===== src/rtl/instruction_fetch.sv =====
`default_nettype none
//==============================================================================
// Module   : instruction_fetch
// Purpose  : Instruction fetch stage. Issues single-outstanding requests to an
//            instruction memory, tracks redirects from decode, buffers a
//            returning word while decode is stalled, and drives the IF/ID
//            pipeline register (inst / pc / inst_valid).
// Revision : 1.0 - initial release
//------------------------------------------------------------------------------
// Ports
//   clk          in   1   clock, all state on rising edge
//   rst          in   1   asynchronous reset, active-high
//   clk_en       in   1   pipeline advance (0 = stall, IF/ID holds)
//   branch_taken in   1   redirect request from decode
//   jump_addr    in  32   redirect target from decode
//   imem_req     out  1   single-cycle fetch request strobe
//   imem_addr    out 32   fetch address, valid while imem_req = 1
//   imem_rvalid  in   1   response strobe
//   imem_rdata   in  32   instruction word, valid with imem_rvalid
//   inst         out 32   registered instruction to decode
//   pc           out 32   registered PC of inst
//   inst_valid   out  1   1 = fetched instruction, 0 = bubble
//==============================================================================
module instruction_fetch #(
    parameter logic [31:0] RESET_PC = 32'h0000_0000,
    parameter logic [31:0] NOP_INST = 32'h0000_0013
) (
    input  logic        clk,
    input  logic        rst,
    input  logic        clk_en,
    input  logic        branch_taken,
    input  logic [31:0] jump_addr,
    output logic        imem_req,
    output logic [31:0] imem_addr,
    input  logic        imem_rvalid,
    input  logic [31:0] imem_rdata,
    output logic [31:0] inst,
    output logic [31:0] pc,
    output logic        inst_valid
);

    // Fetch FSM encoding
    localparam logic [1:0] ST_REQ     = 2'd0; // issue a request this cycle
    localparam logic [1:0] ST_WAIT    = 2'd1; // response pending
    localparam logic [1:0] ST_DISCARD = 2'd2; // pending response must be dropped
    localparam logic [1:0] ST_HOLD    = 2'd3; // word buffered, decode stalled

    // Fetch addresses are always word aligned, including the reset vector.
    localparam logic [31:0] C_RESET_PC = {RESET_PC[31:2], 2'b00};
    localparam logic [31:0] C_PC_STEP  = 32'd4;

    //--------------------------------------------------------------------------
    // State
    //--------------------------------------------------------------------------
    logic [1:0]  r_state;
    logic [31:0] r_pc_fetch;   // address of the current / next fetch
    logic [31:0] r_inst;
    logic [31:0] r_pc;
    logic        r_inst_valid;
    logic [31:0] r_hold_inst;  // word captured while decode was stalled
    logic [31:0] r_hold_pc;    // PC of the captured word

    //--------------------------------------------------------------------------
    // Combinational next-state signals
    //--------------------------------------------------------------------------
    logic [1:0]  w_state_nxt;
    logic [31:0] w_pc_fetch_nxt;
    logic        w_ifid_load;
    logic [31:0] w_ifid_inst;
    logic [31:0] w_ifid_pc;
    logic        w_ifid_valid;
    logic        w_hold_load;

    logic        w_redirect;
    logic [31:0] w_jump_aligned;
    logic [31:0] w_fetch_addr;
    logic        w_unused_jump_lsbs;

    // A redirect only counts when the pipeline advances; a stalled decode may
    // still be presenting a stale branch decision.
    assign w_redirect     = branch_taken & clk_en;
    assign w_jump_aligned = {jump_addr[31:2], 2'b00};

    // The two low target bits carry no information for word fetches.
    assign w_unused_jump_lsbs = &{1'b0, jump_addr[1:0]};

    // In REQ a same-cycle redirect goes straight to the bus so no cycle is
    // wasted fetching down the wrong path.
    assign w_fetch_addr = ((r_state == ST_REQ) && w_redirect) ? w_jump_aligned
                                                              : r_pc_fetch;

    // Request is masked while reset is asserted so nothing escapes on the
    // bus before the first post-reset edge.
    assign imem_req  = (r_state == ST_REQ) & ~rst;
    assign imem_addr = w_fetch_addr;

    assign inst       = r_inst;
    assign pc         = r_pc;
    assign inst_valid = r_inst_valid;

    //--------------------------------------------------------------------------
    // Next-state / datapath control
    //--------------------------------------------------------------------------
    always_comb begin
        w_state_nxt    = r_state;
        w_pc_fetch_nxt = r_pc_fetch;
        w_ifid_load    = 1'b0;
        w_ifid_inst    = NOP_INST;
        w_ifid_pc      = 32'd0;
        w_ifid_valid   = 1'b0;
        w_hold_load    = 1'b0;

        case (r_state)
            ST_REQ: begin
                // Request goes out regardless of clk_en; only one can be in
                // flight, and this is the only state that launches one.
                // Any response seen here is stale and is ignored.
                w_pc_fetch_nxt = w_fetch_addr;
                w_state_nxt    = ST_WAIT;
                w_ifid_load    = clk_en;
            end

            ST_WAIT: begin
                if (w_redirect) begin
                    // The in-flight word is on the wrong path. If it arrives
                    // this very cycle it is simply dropped; otherwise it must
                    // be drained before the next request can go out.
                    w_pc_fetch_nxt = w_jump_aligned;
                    w_ifid_load    = 1'b1;
                    w_state_nxt    = imem_rvalid ? ST_REQ : ST_DISCARD;
                end else if (imem_rvalid) begin
                    if (clk_en) begin
                        w_ifid_load    = 1'b1;
                        w_ifid_inst    = imem_rdata;
                        w_ifid_pc      = r_pc_fetch;
                        w_ifid_valid   = 1'b1;
                        w_pc_fetch_nxt = r_pc_fetch + C_PC_STEP;
                        w_state_nxt    = ST_REQ;
                    end else begin
                        // Decode is stalled: park the word until it advances.
                        w_hold_load = 1'b1;
                        w_state_nxt = ST_HOLD;
                    end
                end else begin
                    w_ifid_load = clk_en;
                end
            end

            ST_DISCARD: begin
                w_ifid_load = clk_en;
                if (w_redirect) begin
                    w_pc_fetch_nxt = w_jump_aligned;
                end
                if (imem_rvalid) begin
                    w_state_nxt = ST_REQ;
                end
            end

            ST_HOLD: begin
                if (w_redirect) begin
                    w_pc_fetch_nxt = w_jump_aligned;
                    w_ifid_load    = 1'b1;
                    w_state_nxt    = ST_REQ;
                end else if (clk_en) begin
                    w_ifid_load    = 1'b1;
                    w_ifid_inst    = r_hold_inst;
                    w_ifid_pc      = r_hold_pc;
                    w_ifid_valid   = 1'b1;
                    w_pc_fetch_nxt = r_hold_pc + C_PC_STEP;
                    w_state_nxt    = ST_REQ;
                end
            end

            default: begin
                w_state_nxt = ST_REQ;
            end
        endcase
    end

    //--------------------------------------------------------------------------
    // Fetch state register
    //--------------------------------------------------------------------------
    always_ff @(posedge clk or posedge rst) begin
        if (rst) begin
            r_state    <= ST_REQ;
            r_pc_fetch <= C_RESET_PC;
        end else begin
            r_state    <= w_state_nxt;
            r_pc_fetch <= w_pc_fetch_nxt;
        end
    end

    //--------------------------------------------------------------------------
    // IF/ID pipeline register
    //--------------------------------------------------------------------------
    always_ff @(posedge clk or posedge rst) begin
        if (rst) begin
            r_inst       <= NOP_INST;
            r_pc         <= 32'd0;
            r_inst_valid <= 1'b0;
        end else if (w_ifid_load) begin
            r_inst       <= w_ifid_inst;
            r_pc         <= w_ifid_pc;
            r_inst_valid <= w_ifid_valid;
        end
    end

    //--------------------------------------------------------------------------
    // Stall hold buffer
    //--------------------------------------------------------------------------
    always_ff @(posedge clk or posedge rst) begin
        if (rst) begin
            r_hold_inst <= 32'd0;
            r_hold_pc   <= 32'd0;
        end else if (w_hold_load) begin
            r_hold_inst <= imem_rdata;
            r_hold_pc   <= r_pc_fetch;
        end
    end

endmodule
`default_nettype wire

===== config.mk =====
export PLATFORM = sky130hd
export DESIGN_NAME = instruction_fetch
export DESIGN_NICKNAME = d
export VERILOG_FILES = /design/src/rtl/instruction_fetch.sv
export SDC_FILE = /design/constraint.sdc
export NUM_CORES = 1
export LEC_CHECK = 0
export CAP_MARGIN = 20
export CORE_MARGIN = 8
export CORE_UTILIZATION = 55
export CTS_CLUSTER_SIZE = 40
export DETAILED_ROUTE_END_ITERATION = 16
export PLACE_DENSITY_LB_ADDON = 0.05
export RECOVER_POWER = 25
export SLEW_MARGIN = 10
export SYNTH_ARGS = -nofsm -noshare
export SYNTH_HDL_FRONTEND = slang
export SYNTH_SLANG_ARGS = --single-unit

===== constraint.sdc =====
create_clock -name clk -period 10.7 [get_ports clk]
set_clock_uncertainty 0.15 [all_clocks]
set_input_delay 2.14 -clock clk [delete_from_list [all_inputs] [get_ports clk]]
set_output_delay 2.14 -clock clk [all_outputs]
set_load 0.01 [all_outputs]

== Yosys cells after proc, flatten, opt, wreduce, memory -nomap -nowiden ==
Index checks and enable logic that the tools add are counted.
Storage, ports and cells
  register bits: 163
  bits in latches: 0
  RAM bits: 0
  memory bits (read-only): 0
  bits of input ports: 69
  output and inout port bits: 98
  memories kept: 0
Operators by class
  $add $sub $neg: 2
  multiply operators: 0
  divide/modulo/power cells: 0
  magnitude comparators: 0
  eq/ne operators: 8
  shift operators: 0
  multiplexer cells: 41
  bitwise logic cells: 3
  reduce and logical (&&, ||, !) cells: 5
Operators with widths (count)
  32-bit 2-to-1 mux: 17
  32-bit one-hot mux with 2 select lines: 2
  32-bit one-hot mux with 4 select lines: 1
  32-bit by 3-bit adder with 32-bit output, second input constant: 2
  2-bit 2-to-1 mux: 7
  1-bit 2-to-1 mux: 11
  3-bit != test, second input constant: 3
  2-bit one-hot mux with 4 select lines: 1
  2-bit equality test, second input constant: 2
  2-bit != test, second input constant: 2
  4-bit AND reduction: 1
  1-bit one-hot mux with 3 select lines: 1
  3-bit AND reduction: 1
  1-bit bitwise AND: 2
  2-bit by 1-bit equality test with 1-bit output, second input constant: 1
  2-bit logical NOT: 1
  1-bit one-hot mux with 2 select lines: 1
  2-bit OR reduction: 1
  1-bit logical AND: 1
  1-bit inverter: 1

== Depth between registers and ports, before layout ==
Gate-level depths: netlist (run 1).
  word-level depth: 5
  mapped depth: 9

== Worst setup path after synthesis (run 1) ==
OpenSTA, ideal clock, no wires.
  path kind: in2out
  start: in branch_taken
  end: out imem_addr[10]
  data arrival time: 3486 ps
  data required time: 8410 ps
  slack: 4924 ps
  stages on the path: 5
  path buffers: 2
  cells stage by stage: clkbuf_1 -> nand2_1 -> nor2_1 -> clkbuf_1 -> mux2_2
Between the ends
  word-level cells in the longest chain between the ends: 3
Ends and longest elaborated chain
  from (decl): RTL line 31  | input logic branch_taken,
  1-bit bitwise AND: RTL line 81  | assign w_redirect = branch_taken & clk_en;
  1-bit logical AND: RTL line 89  | assign w_fetch_addr = ((r_state == ST_REQ) && w_redirect) ? w_jump_aligned
  32-bit 2-to-1 mux: RTL line 89
  to (decl): RTL line 34  | output logic [31:0] imem_addr,
No other way between the ends.

== Final worst setup path (run 1) ==
  start: in clk_en
  end: out imem_addr[30]
Between the ends
  word-level cells in the longest chain between the ends: 3
Ends and longest elaborated chain
  from (decl): RTL line 30  | input logic clk_en,
  1-bit bitwise AND: RTL line 81
  1-bit logical AND: RTL line 89
  32-bit 2-to-1 mux: RTL line 89
No other way between the ends.

==> impl_metrics.csv, run 1 <==
group,metric,value,unit
placement,place_congestion,0.942,
placement,port_buffers,164,
global_route,track_usage,27.6,%
floorplanning,rows,46,
drt,via_count,7692,
global_route,gr-total-overflow,0,
yosys,yosys_warnings,0,
power_and_ir_drop,power.internal,0.00181,W
yosys,synth_compound_area_share,17.2,%
critical_path,slowest_stage,"clkbuf_1",
drt,drt-total-wl,27400,um
yosys,synthMuxAreaShare,12.2,%
drt,first_pass_iters,6,
yosys,netlist_top_cells_count,"dfrtp_1 (160), mux2_2 (90), nor2b_1 (64)",
power_and_ir_drop,p_per_area,265,nW/um^2
run,cap_viol_max_count,2,
yosys,syn_area,8800,sq um
run_status,status,"finished, violations left",
drt,antenna_left,0,
timing,hold_viol_final,0,
yosys,synthAdderAreaFrac,0.284,%
min_path,hp-start,"inst[1]",
min_path,min_to,"inst[1]",
global_route,grt_pass1_vias,7911,
critical_path,required,8.41,ns
global_route,grt_antenna_before_repair,1,
yosys,yosysMostFrequentCell,"dfrtp_1",
run_status,violations,"max-capacitance violations, max-slew violations",
yosys,yosys.area.top_type_share,45.5,%
yosys,ys_async_sr_fraction,100,%
floorplanning,chipWidth,142,um
drt,wl_per_cell,22.8,um
yosys,synth_fp_nets,926,
yosys,ys_ff_latch,163,
critical_path,path_class,"input port to output pin",
yosys,synth_edf_count,0,
timing,relSlewSlack,-165,%
cts,path_clk_slew,0.07,ns
critical_path,crit_family,"buffers and inverters",
critical_path,path_cells,"buf_2 -> clkbuf_1 -> and2_1 -> nand2_1 -> o21ai_0 -> clkdlybuf4s50_1",
timing,rsz0062_at_grt,"no",
finish,multi_input_area,4390,sq um
yosys,syn_avg_cell_area,10.3,sq um
finish,area_growth,26.2,%
finish,nets,1045,
min_path,min_path_type,"register to register",
cts,cts_buffers,17,
power_and_ir_drop,pwr-share-comb,39.7,%
power_and_ir_drop,p_sw_share,38.6,%
critical_path,ff2ff_path_depth,5,
min_path,hold_depth,2,
yosys,synth-simple-area-share,15.9,%
yosys,syn_inst,855,
critical_path,r2r_slack,6.71,ns
yosys,synth_xor_area_share,4.18,%
yosys,ys_types,56,
cts,cts_tree,"done",
floorplanning,die_h,142,um
timing,worstMarginPinSlew,3.98,ns
yosys,yosysSeqAreaShare,46.4,%
power_and_ir_drop,ir_drop,0.000155,V
floorplanning,io-pin-count,167,
cts,clk-insertion-delay-late,0.43,ns
power_and_ir_drop,p_switching,0.00114,W
timing,slew_viol_final,171,
critical_path,r2r_start,"r_state[0]",
finish,final_util,70.4,%
power_and_ir_drop,clockPowerShare,20.8,%
power_and_ir_drop,seqPwrFrac,39.4,%
cts,clock_path_buffers,2,
floorplanning,initial_utilization,55.8,%
placement,dp_hpwl,18500,um
yosys,synth_top_area_cell,"dfrtp_1",
yosys,synth_area_leaders,"dfrtp_1 (46%), mux2_2 (12%), a221o_1 (6.8%)",
global_route,grt_first_pass_wirelength,43900,um
timing,finalSetupViolations,0,
critical_path,worst-path-buf-inv,3,
drt,detail_route.iter0.violations,701,
critical_path,r2r-end,"r_hold_pc[1]",
yosys,synth_top_family_by_area,"compound AO/OA/AOI/OAI gates",
cts,clock_tree.root_cell,"clkbuf_16",
cts,hold_buffers,0,
critical_path,critical_path_arrival,6.55,ns
drt,drc,0,
cts,cts_resized,0,
critical_path,startpoint_type,"input port",
finish,seqCellArea,4080,sq um
yosys,synth_ff_type,"dfrtp_1",
finish,fillCellCount,1226,
power_and_ir_drop,leakage,4.52,nW
timing,fin_crit,8.84,ns
timing,tns,0,ns
critical_path,cp-startpoint,"clk_en",
critical_path,crit_path_max_fanout,81,
global_route,grt_max_degree,89,
timing,fin_crit_sh,82.6,%
cts,h-tree-depth,4,
floorplanning,die_area,20300,sq um
timing,fmax,113,MHz
critical_path,cpPeakStageDelay,2.77,ns
cts,cts_sinks,163,
cts,post_cts_buffers,0,
floorplanning,coreArea,15800,sq um
drt,vias_per_cell,6.39,
critical_path,critical_path.endpoint_type,"output pin",
finish,drive_gt1_share,14.8,%
final cells by class:
cell class | instances | area share, %
well taps | 216 | 2.43
diodes | 1 | 0.0225
multi-input cells | 604 | 39.6
repair buffers | 175 | 15.4
clock inverters | 13 | 1.32
flip-flops and latches | 163 | 36.8
inverters | 13 | 0.451
clock buffers | 19 | 3.99
sequential cells by signal, indices dropped and copies added, names as in the netlist:
| signal | count |
|---|---|
| r_hold_inst | 32 |
| r_pc_fetch | 32 |
| r_state | 2 |
| pc | 32 |
| r_hold_pc | 32 |
| inst | 32 |
| inst_valid | 1 |
power groups by stage:
stage,clock network (W),registers (W),logic (W)
after floorplan,0,0.00103,0.000787
after global placement,0,0.00114,0.00114
after CTS,0.000621,0.00115,0.00118
after global routing,0.000648,0.00119,0.00127
after detailed placement,0,0.00116,0.00117
final,0.000614,0.00116,0.00117
worst max-delay path by stage:
stage | cells past startpoint | end | slack, ns
2_1_floorplan | 1 | inst[10] | 4.01
3_3_place_gp | 6 | imem_addr[17] | 2.99
3_5_place_dp | 6 | imem_addr[24] | 2.84
4_1_cts | 6 | imem_addr[24] | 2.82
5_1_grt | 6 | imem_addr[30] | 1.58
6_report | 6 | imem_addr[30] | 1.86
metrics by stage:
stage	hold WS (ns)	power, W	setup slack (ns)	instances	instance area, sq um
after floorplan	0.324	0.00182	4.01	855	8800
after global placement	0.310	0.00229	2.99	1171	10500
after detailed placement	0.319	0.00233	2.84	1171	10500
after CTS	0.332	0.00295	2.82	1203	11100
after global routing	0.351	0.00311	1.58	1204	11100
final	0.330	0.00295	1.86	1204	11100
logic make-up after synthesis:
kind of cell / Yosys count
AND/OR/NAND/NOR: 261
AO/OA/AOI/OAI: 203
flip-flops: 163
multiplexers: 96
buffers and inverters: 88
XOR/XNOR: 42
adder cells (fa/ha/maj): 2
metal layers:
layer,share of wire (%),track usage (%),vias up
met1,40,34.3,3848
met2,49,44.9,371
met5,0,0,-
met3,8.1,6.98,61
met4,3.1,11.6,0
li1,-,-,3412
worst register-to-register path: stages (launching register included):
cell	delay [ns]
dfrtp_1	0.80
nor2b_1	0.97
nand2_1	0.25
nor2_4	0.56
buf_4	0.67
mux2_2	0.48
placed cells by master, fill, tap and decap left out, types with 12 or more instances in the layout:
cell             count
dfrtp_1            160
clkdlybuf4s50_1    144
mux2_2              90
nor2b_1             64
a221o_1             60
nand2_1             54
o21ai_0             50
nor2_1              43
xnor2_1             28
a21oi_1             22
nand4_1             21
nand3_1             21
dlygate4sd3_1       19
clkbuf_16           17
xor2_1              14
inv_1               12
a22oi_1             12
Power figures use the tool's default switching activity.
==> inputs of run 2 (changes only) <==
--- a/config.mk
+++ b/config.mk
@@ -7,7 +7,7 @@
 export LEC_CHECK = 0
 export CAP_MARGIN = 20
 export CORE_MARGIN = 8
-export CORE_UTILIZATION = 55
+export CORE_UTILIZATION = 53
 export CTS_CLUSTER_SIZE = 40
 export DETAILED_ROUTE_END_ITERATION = 16
 export PLACE_DENSITY_LB_ADDON = 0.05
==> constraint.sdc (replaced) <==
create_clock -name clk -period 8.16 [get_ports clk]
set_clock_uncertainty 0.15 [all_clocks]
set_input_delay 1.632 -clock clk [delete_from_list [all_inputs] [get_ports clk]]
set_output_delay 1.632 -clock clk [all_outputs]
set_load 0.01 [all_outputs]
==> run 2 against run 1 <==
  * The run still ends with max-capacitance violations, max-slew violations left
  * Sequential power up 31%
  * Setup slack worse by 0.63 ns
  * Critical path type unchanged
  * Highest routed layer is now met5
  * Non-clock buffer count unchanged
  * Combinational power increased by 32%
  * Clock power grew 23%
  * Largest cell class unchanged
  * Critical endpoint is now imem_addr[29]
==> impl_metrics.csv, run 2 (synthesis gave the netlist of run 1 again) <==
group,metric,value,unit
run_status,status,"finished, violations left",
run_status,violations,"max-capacitance violations, max-slew violations",
timing,tns,0,ns
drt,wl_per_cell,22.8,um
power_and_ir_drop,leakage,4.48,nW
placement,port_buffers,164,
floorplanning,die_area,21000,sq um
critical_path,worst-path-buf-inv,3,
power_and_ir_drop,ir_drop,0.000164,V
timing,rsz0062_at_grt,"no",
timing,hold_viol_final,0,
drt,drc,0,
drt,detail_route.iter0.violations,626,
critical_path,startpoint_type,"input port",
floorplanning,coreArea,16400,sq um
timing,worst_slack,1.23,ns
global_route,gr-total-overflow,0,
critical_path,path_class,"input port to output pin",
floorplanning,initial_utilization,53.6,%
global_route,grt_max_degree,94,
cts,h-tree-depth,4,
global_route,grt_antenna_before_repair,2,
critical_path,required,6.38,ns
timing,fin_crit,6.93,ns
cts,cts_tree,"done",
global_route,grtUsageMet2,44.3,%
cts,cts_resized,0,
cts,cts_buffers,17,
global_route,grt_first_pass_wirelength,43800,um
critical_path,crit_path_max_fanout,19,
floorplanning,io-pin-count,167,
critical_path,critical_path_arrival,5.15,ns
global_route,use_met3,7.41,%
finish,area_growth,25.8,%
finish,most-common-layout-cells,"dfrtp_1 (160), clkdlybuf4s50_1 (148), mux2_2 (90), nor2b_1 (64), a221o_1 (60)",
power_and_ir_drop,p_per_area,346,nW/um^2
timing,slew_viol_final,94,
finish,seqCellArea,4080,sq um
finish,final_util,67.4,%
drt,vias_per_cell,6.30,
cts,clock_tree.root_cell,"clkbuf_16",
finish,multi_input_area,4390,sq um
critical_path,path_cells,"dlygate4sd3_1 -> nand2_1 -> nor2_2 -> buf_4 -> mux2_2 -> clkdlybuf4s50_1",
cts,clock_path_buffers,2,
critical_path,cpPeakStageDelay,0.83,ns
floorplanning,rows,47,
finish,layout_commonest_cell,"dfrtp_1",
placement,place_congestion,0.954,
cts,path_clk_slew,0.06,ns
run,cap_viol_max_count,1,
finish,diodes,0,
drt,antenna_left,0,
cts,cts_sinks,163,
timing,finalSetupViolations,0,
drt,drt-total-wl,27600,um
timing,worstMarginPinSlew,4.07,ns
global_route,use_met1,33.6,%
cts,clk-insertion-delay-late,0.43,ns
min_path,min_path_type,"register to register",
finish,fillCellCount,1282,
cts,post_cts_buffers,0,
drt,first_pass_iters,5,
cts,hold_buffers,0,
global_route,track_usage,27.2,%
timing,fin_crit_sh,85.0,%
critical_path,crit_family,"buffers and inverters",
critical_path,critical_path.endpoint_type,"output pin",
floorplanning,chipWidth,145,um
timing,fmax,144,MHz
timing,relSlewSlack,-173,%
placement,dp_hpwl,18600,um
placement,pre_cts_ws,1.41,ns
global_route,grt_busiest_layer,"met2",
finish,nets,1045,
critical_path,slowest_stage,"dlygate4sd3_1",
floorplanning,die_h,145,um
finish,drive_gt1_share,14.8,%
drt,via_count,7600,
global_route,grt_pass1_vias,7908,
run 2: changes by cell type in the layout (fill, tap and decap cells not counted), sizes merged:
cell	change
buf	+1
diode	-1
clkinv	-3
clkdlybuf4s50	+4
clkinvlp	+3
dlygate4sd3	-4
bufinv	-1
run 2: final timing paths:
check,from,endpoint,slack (ns),cells after the start
max,branch_taken,imem_addr[29],1.23,6
min,inst[4],inst[4],0.33,2
max reg2reg,r_state[0],r_pc_fetch[26],5.04,5
min reg2reg,inst[4],inst[4],0.33,2
max in group asynchronous,rst,r_hold_pc[7],2.87,3
min in group asynchronous,rst,inst[2],2.74,2
run 2: worst min-delay path, cell delays in order, from the launching register on:
cell and delay (ns):
dfstp_2 0.37, inv_1 0.04, o21ai_0 0.06
run 2: layout make-up:
cell class | instances | share of cell area (%)
clock buffers | 20 | 4.04
clock inverters | 12 | 0.871
inverters | 13 | 0.452
multi-input cells | 604 | 39.7
flip-flops and latches | 163 | 36.9
well taps | 220 | 2.49
repair buffers | 175 | 15.5
run 2: per-stage QoR:
stage / instances / hold WS [ns] / power (W) / area, sq um
global placement: 1175 / 0.310 / 0.00300 / 10500
floorplan: 855 / 0.324 / 0.00239 / 8800
CTS: 1207 / 0.335 / 0.00383 / 11100
finish: 1207 / 0.331 / 0.00382 / 11100
global route: 1207 / 0.359 / 0.00404 / 11100
detailed placement: 1175 / 0.322 / 0.00306 / 10500
run 2: per-layer routing:
metal | vias up | routed length [um]
li1 | 3412 | -
met1 | 3797 | 11400
met2 | 326 | 13200
met3 | 61 | 2180
met4 | 4 | 722
met5 | - | 16
run 2: power breakdown:
part	total, W	internal [W]	switching (W)	leakage (nW)
Combinational	0.00155	0.000821	0.000725	2.17
Clock	0.000755	0.000403	0.000353	0.260
Sequential	0.00152	0.00112	0.000407	2.05
==> variant 1: new RTL, settings of run 1 <==
Register the inputs `branch_taken`, `jump_addr`, `imem_rvalid` and `imem_rdata` before use, without a reset. The logic sees them one clock later.
--- a/src/rtl/instruction_fetch.sv
+++ b/src/rtl/instruction_fetch.sv
@@ -49,6 +49,18 @@
     localparam logic [31:0] C_RESET_PC = {RESET_PC[31:2], 2'b00};
     localparam logic [31:0] C_PC_STEP  = 32'd4;
 
+    logic branch_taken_q;
+    logic [31:0] jump_addr_q;
+    logic imem_rvalid_q;
+    logic [31:0] imem_rdata_q;
+
+    always_ff @(posedge clk) begin
+        branch_taken_q <= branch_taken;
+        jump_addr_q    <= jump_addr;
+        imem_rvalid_q  <= imem_rvalid;
+        imem_rdata_q   <= imem_rdata;
+    end
+
     //--------------------------------------------------------------------------
     // State
     //--------------------------------------------------------------------------
@@ -78,11 +90,11 @@
 
     // A redirect only counts when the pipeline advances; a stalled decode may
     // still be presenting a stale branch decision.
-    assign w_redirect     = branch_taken & clk_en;
-    assign w_jump_aligned = {jump_addr[31:2], 2'b00};
+    assign w_redirect     = branch_taken_q & clk_en;
+    assign w_jump_aligned = {jump_addr_q[31:2], 2'b00};
 
     // The two low target bits carry no information for word fetches.
-    assign w_unused_jump_lsbs = &{1'b0, jump_addr[1:0]};
+    assign w_unused_jump_lsbs = &{1'b0, jump_addr_q[1:0]};
 
     // In REQ a same-cycle redirect goes straight to the bus so no cycle is
     // wasted fetching down the wrong path.
@@ -127,11 +139,11 @@
                     // be drained before the next request can go out.
                     w_pc_fetch_nxt = w_jump_aligned;
                     w_ifid_load    = 1'b1;
-                    w_state_nxt    = imem_rvalid ? ST_REQ : ST_DISCARD;
-                end else if (imem_rvalid) begin
+                    w_state_nxt    = imem_rvalid_q ? ST_REQ : ST_DISCARD;
+                end else if (imem_rvalid_q) begin
                     if (clk_en) begin
                         w_ifid_load    = 1'b1;
-                        w_ifid_inst    = imem_rdata;
+                        w_ifid_inst    = imem_rdata_q;
                         w_ifid_pc      = r_pc_fetch;
                         w_ifid_valid   = 1'b1;
                         w_pc_fetch_nxt = r_pc_fetch + C_PC_STEP;
@@ -151,7 +163,7 @@
                 if (w_redirect) begin
                     w_pc_fetch_nxt = w_jump_aligned;
                 end
-                if (imem_rvalid) begin
+                if (imem_rvalid_q) begin
                     w_state_nxt = ST_REQ;
                 end
             end
@@ -213,7 +225,7 @@
             r_hold_inst <= 32'd0;
             r_hold_pc   <= 32'd0;
         end else if (w_hold_load) begin
-            r_hold_inst <= imem_rdata;
+            r_hold_inst <= imem_rdata_q;
             r_hold_pc   <= r_pc_fetch;
         end
     end
Function: changed (Yosys sat finds a counterexample within 4 cycles, from zero or initial values and one cycle with rst high).
==> variant 1 against run 1 <==
- the flow still finishes with violations (capacitance limit, slew limit)
- maximum frequency rose by 17%
- setup slack improved by 1.3 ns
- synthesized area rose by 17%
- core utilization fell by 1.1 points
- design area rose by 16%
- count of clock-buffer cells in the layout rose by 19
- power rose by 17%
- non-clock buffer count rose by 3
- wire length rose by 2.2%
- sequential cell count rose by 64
- critical endpoint is now imem_addr[24]
- largest power group is now registers
==> variant 1: results (changes against run 1) <==
** Worst setup path
- The slack of the worst reg-to-reg path was 7.10 ns (was 6.71 ns).
- Register-to-Register Path Depth :: 7 (was 5)
- Critical-path maximum fanout :: 39 (was 81)

** Detailed routing
- The number of vias per cell after detailed routing came to 5.93 (was 6.39).
- Number of iterations in the first detailed-routing pass :: 5 (was 6)
- Drt wl/cell :: 19.5 um (was 22.8 um)
- DR iter-0 viols :: 647 (was 701)

** STA
- Hold WS :: 0.330 ns (about the same)
- Max-slew headroom at the worst pin :: -196% (was -165%)
- Fin crit share :: 70.8% (was 82.6%)
- Count of pins over their slew limit :: 102 (was 171)

** Power and ir drop
- Static leakage :: 0.00523 uW (was 0.00452 uW)
- The highest ir drop seen on vdd came to 0.173 mV (was 0.155 mV).

** Placed design
- Global placer's final weighted congestion :: 0.931 (was 0.942)
- Placed cell areas :: 0.0120 mm^2 (was 0.0105 mm^2)

** Yosys
- Most frequent cells after synthesis: 160 x dfrtp_1, 140 x nand2_1, 95 x o21ai_0, 77 x inv_1 (was 160 x dfrtp_1, 90 x mux2_2, 64 x nor2b_1, 63 x clkbuf_1, 60 x a221o_1).
- Net count of the mapped netlist :: 1130 (was 926)
- Count of different cell masters after synthesis :: 62 (was 56)
- Sequential cell area fraction in the yosys report :: 52.2% (was 46.4%)
- Dominant cells by area after synthesis :: dfrtp_1 39%, dfxtp_1 12%, mux2_2 6.7% (was dfrtp_1 46%, mux2_2 12%, a221o_1 6.8%)
- Synthesized area per cell :: 9.70 um^2 (was 10.3 um^2)

** Status
- Violated checks :: capacitance limit, slew limit (unchanged)
- Status: finished with violations (unchanged).

** Layout
- The net count reported at finish is 1257 (was 1045).

** Clock tree
- Buffers from clock root to sink, at most :: 3 (was 2)
- The number of levels the H-tree was split into came to 1 (was 4).

** Global route
- The number of global-route vias before repair came to 8736 (was 7911).
- The global-route total usage across every layer came to 24.0% (was 27.6%).
- Global-route wire length before repair :: 46100 um (was 43900 um)
- The maximum number of pins on one net before global-route repair is 102 (was 89).

** Flow run
- The max capacitance violation total was 1 (was 2).

** Hold path
- Hold Path Origin :: imem_rdata_q[16] (was inst[1])
variant 1: changes by cell type in the layout (fill, tap and decap cells not counted), sizes merged, moves of 43 or more:
cell and change:
clkdlybuf4s50 -46, inv +61, dlygate4sd3 +46, nand2 +86, o21ai +43, dfxtp +64, nor2b -59, a22oi +52
a221o -56
variant 1: cells by family after synthesis:
| family | share of synthesized area [%] |
|---|---|
| buf+inv | 5.98 |
| mux | 6.88 |
| flops | 52.2 |
| compound gates | 17.3 |
| xor+xnor | 4.01 |
| fa+ha+maj | 0.244 |
| simple gates | 13.4 |
variant 1: layer usage:
layer | up-vias | routed length, um | GRT usage [%]
met4 | 6 | 1030 | 9.57
li1 | 3977 | - | -
met5 | - | 28 | 0
met3 | 79 | 2300 | 6.66
met1 | 4155 | 11900 | 30.4
met2 | 317 | 12800 | 38.4
variant 1: worst paths after layout:
check,to
max,imem_addr[24]
min,inst[16]
max reg2reg,r_pc_fetch[23]
min reg2reg,inst[16]
max in group asynchronous,pc[15]
min in group asynchronous,inst[28]
variant 1: area by class of cell:
class	count	area [um^2]	share of cell area [%]
tap	234	293	2.28
clock inverter	8	82.6	0.644
timing repair buffer	178	1740	13.6
antenna	1	2.50	0.0195
clock buffer	38	724	5.65
multi-input combinational	676	4320	33.7
sequential	227	5360	41.8
inverter	78	294	2.29
variant 1: critical path, delay by kind of cell:
family / cells / cell delay, ns
AND/OR/NAND/NOR: 2 / 0.48
buffers and inverters: 5 / 2.29
AO/OA/AOI/OAI: 1 / 0.30
variant 1: power by group through the flow:
stage          Combinational [uW]  Clock, uW  Sequential [uW]
2_1_floorplan                 814          0             1290
3_3_place_gp                 1170          0             1410
3_5_place_dp                 1200          0             1420
4_1_cts                      1200        855             1400
5_1_grt                      1310        888             1450
6_report                     1200        838             1410
==> variant 2: new RTL, flow settings as in run 1 <==
Made on the original files. Set the parameter `NOP_INST` to 32'h00000009 (it was 32'h0000_0013).
--- a/src/rtl/instruction_fetch.sv
+++ b/src/rtl/instruction_fetch.sv
@@ -23,7 +23,7 @@
 //==============================================================================
 module instruction_fetch #(
     parameter logic [31:0] RESET_PC = 32'h0000_0000,
-    parameter logic [31:0] NOP_INST = 32'h0000_0013
+    parameter logic [31:0] NOP_INST = 32'h00000009
 ) (
     input  logic        clk,
     input  logic        rst,
Formal check against the unedited RTL: not equivalent (Yosys sat finds a counterexample within 4 cycles, from zero or initial values and one cycle with rst high).
==> variant 2 against run 1 <==
- the flow still finishes with violations (capacitance limit, slew limit)
- sequential cell count stayed put
- power is 0.41% lower
- critical path depth is 1 higher
- maximum frequency is 10% higher
- wire length is 1.4% higher
- synthesized area is 1.6% higher
- setup slack better by 0.82 ns
- design area is 1.4% higher
- count of clock-buffer cells in the layout is 1 lower
- clock power hardly changed
==> variant 2: results (changes against run 1) <==
** Global route
- Maximum number of pins on one net before global-route repair :: 93 (was 89)
- The global-route total usage across every layer was 27.3% (was 27.6%).
- The initial antenna violation count came to 0 (was 1).
- The wire length of the first global-routing pass is 43700 um (was 43900 um).
- Number of global-route vias before repair :: 7996 (was 7911)

** Status
- Violated checks :: capacitance limit, slew limit (unchanged)
- Status: finished with violations (unchanged).

** Worst setup path
- The slack of the worst reg-to-reg path was 7.63 ns (was 6.71 ns).
- Launch point of the worst reg-to-reg path :: r_state[0] (unchanged)
- Register-to-Register Path Depth :: 6 (was 5)
- CP Data Arrival Time :: 5.73 ns (was 6.55 ns)
- The critical path endpoint is imem_addr[15] (was imem_addr[30]).
- Critical-path maximum fanout :: 79 (was 81)
- The endpoint of the lowest-slack register-to-register path is r_hold_pc[15] (was r_hold_pc[1]).

** Layout
- The net count reported at finish came to 1068 (was 1045).
- The sequential cell area was 0.00408 mm^2 (about the same).
- Fraction of final layout cells sized beyond drive strength 1 :: 15.0% (was 14.8%)
- Fillcell total :: 1225 (was 1226)

** Clock tree
- The post-CTS repair timing setup buffer count came to 0 (unchanged).

** Yosys
- Dominant cells by area after synthesis :: dfrtp_1 45%, mux2_2 11%, a221o_1 6.4% (was dfrtp_1 46%, mux2_2 12%, a221o_1 6.8%)
- Sequential cell area fraction in the yosys report :: 45.7% (was 46.4%)
- The number of library cell types mapped by synthesis was 65 (was 56).
- Most frequent cells after synthesis: 161 x dfrtp_1, 89 x mux2_2, 65 x nand2_1, 61 x nor2b_1, 57 x a221o_1 (was 160 x dfrtp_1, 90 x mux2_2, 64 x nor2b_1, 63 x clkbuf_1, 60 x a221o_1).
- The net count after synthesis is 948 (was 926).

** Detailed routing
- The number of design-rule violations left by the first detailed-router iteration is 603 (was 701).
- The via count of the routed design is 7844 (was 7692).
- The average wire per cell in the routed design came to 22.7 um (was 22.8 um).
- The detailed-router iteration count before antenna repair came to 5 (was 6).

** Placed design
- Placed cell areas :: 0.0107 mm^2 (was 0.0105 mm^2)
- The post-DP HPWL is 18400 um (was 18500 um).
- The final weighted congestion in routability-driven placement was 0.874 (was 0.942).

** Power and ir drop
- Static leakage :: 0.00460 uW (was 0.00452 uW)
- IR Drop Worst-Case VDD :: 0.147 mV (was 0.155 mV)

** STA
- Max-slew headroom at the worst pin :: -166% (was -165%)
- The max-slew violation count came to 93 (was 171).

** Flow run
- The max capacitance violation total was 1 (was 2).

** Hold path
- Hold Path Origin :: inst[0] (was inst[1])
-- variant 2: cell count changes after synthesis, moves of 6 or more --
cell,change
clkbuf_1,-12
xor2_1,+6
nand2_1,+11
and2_1,-6
nand4_1,-7
a21oi_1,+13
buf_2,+13
-- variant 2: area by class of cell --
class / count / area share (%)
Multi-Input combinational cell: 620 / 40.0
Inverter: 18 / 0.611
Clock inverter: 14 / 1.41
Tap cell: 216 / 2.40
Clock buffer: 18 / 3.90
Antenna cell: 1 / 0.0222
Timing Repair Buffer: 177 / 15.4
Sequential cell: 163 / 36.3
-- variant 2: power by group --
group	internal (uW)	switching (uW)
combinational	617	578
sequential	841	286
clock	320	292
total	1780	1160
-- variant 2: routing by layer --
layer | vias up | track usage [%] | wire, um
met3 | 61 | 6.57 | 2260
met4 | 0 | 12.1 | 813
met5 | - | 0 | 0
met1 | 3950 | 35.1 | 11400
met2 | 353 | 43.2 | 13300
li1 | 3480 | - | -
-- variant 2: worst min path at each step --
stage / endpoint / cells after the start / slack (ns)
global placement: inst[0] / 2 / 0.31
global route: inst[0] / 2 / 0.35
floorplan: inst[0] / 2 / 0.32
CTS: inst[0] / 2 / 0.33
finish: inst[0] / 2 / 0.32
detailed placement: inst[0] / 2 / 0.32
-- variant 2: per-stage QoR --
| stage | setup slack, ns | hold slack [ns] | instances |
|---|---|---|---|
| floorplan | 4.01 | 0.324 | 877 |
| global placement | 2.86 | 0.314 | 1193 |
| detailed placement | 2.74 | 0.321 | 1193 |
| CTS | 2.75 | 0.329 | 1225 |
| global route | 2.52 | 0.350 | 1226 |
| finish | 2.68 | 0.324 | 1227 |
-- variant 2: cell families (layout without fill, tap and decap cells) --
group,after synthesis,count (layout),share of synthesized area (%)
other cells,0,1,0
flops,163,163,45.7
compound gates,222,222,18.2
mux,94,94,11.8
fa+ha+maj,2,2,0.280
simple gates,259,259,15.6
buf+inv,94,227,4.30
xor+xnor,43,43,4.22
-- variant 2: worst max-delay path, cell delays in order --
cell             delay (ns)
buf_2                  0.08
buf_4                  0.70
nand2_1                0.88
nor3_4                 0.53
buf_4                  0.47
mux2_2                 0.39
clkdlybuf4s50_1        0.50
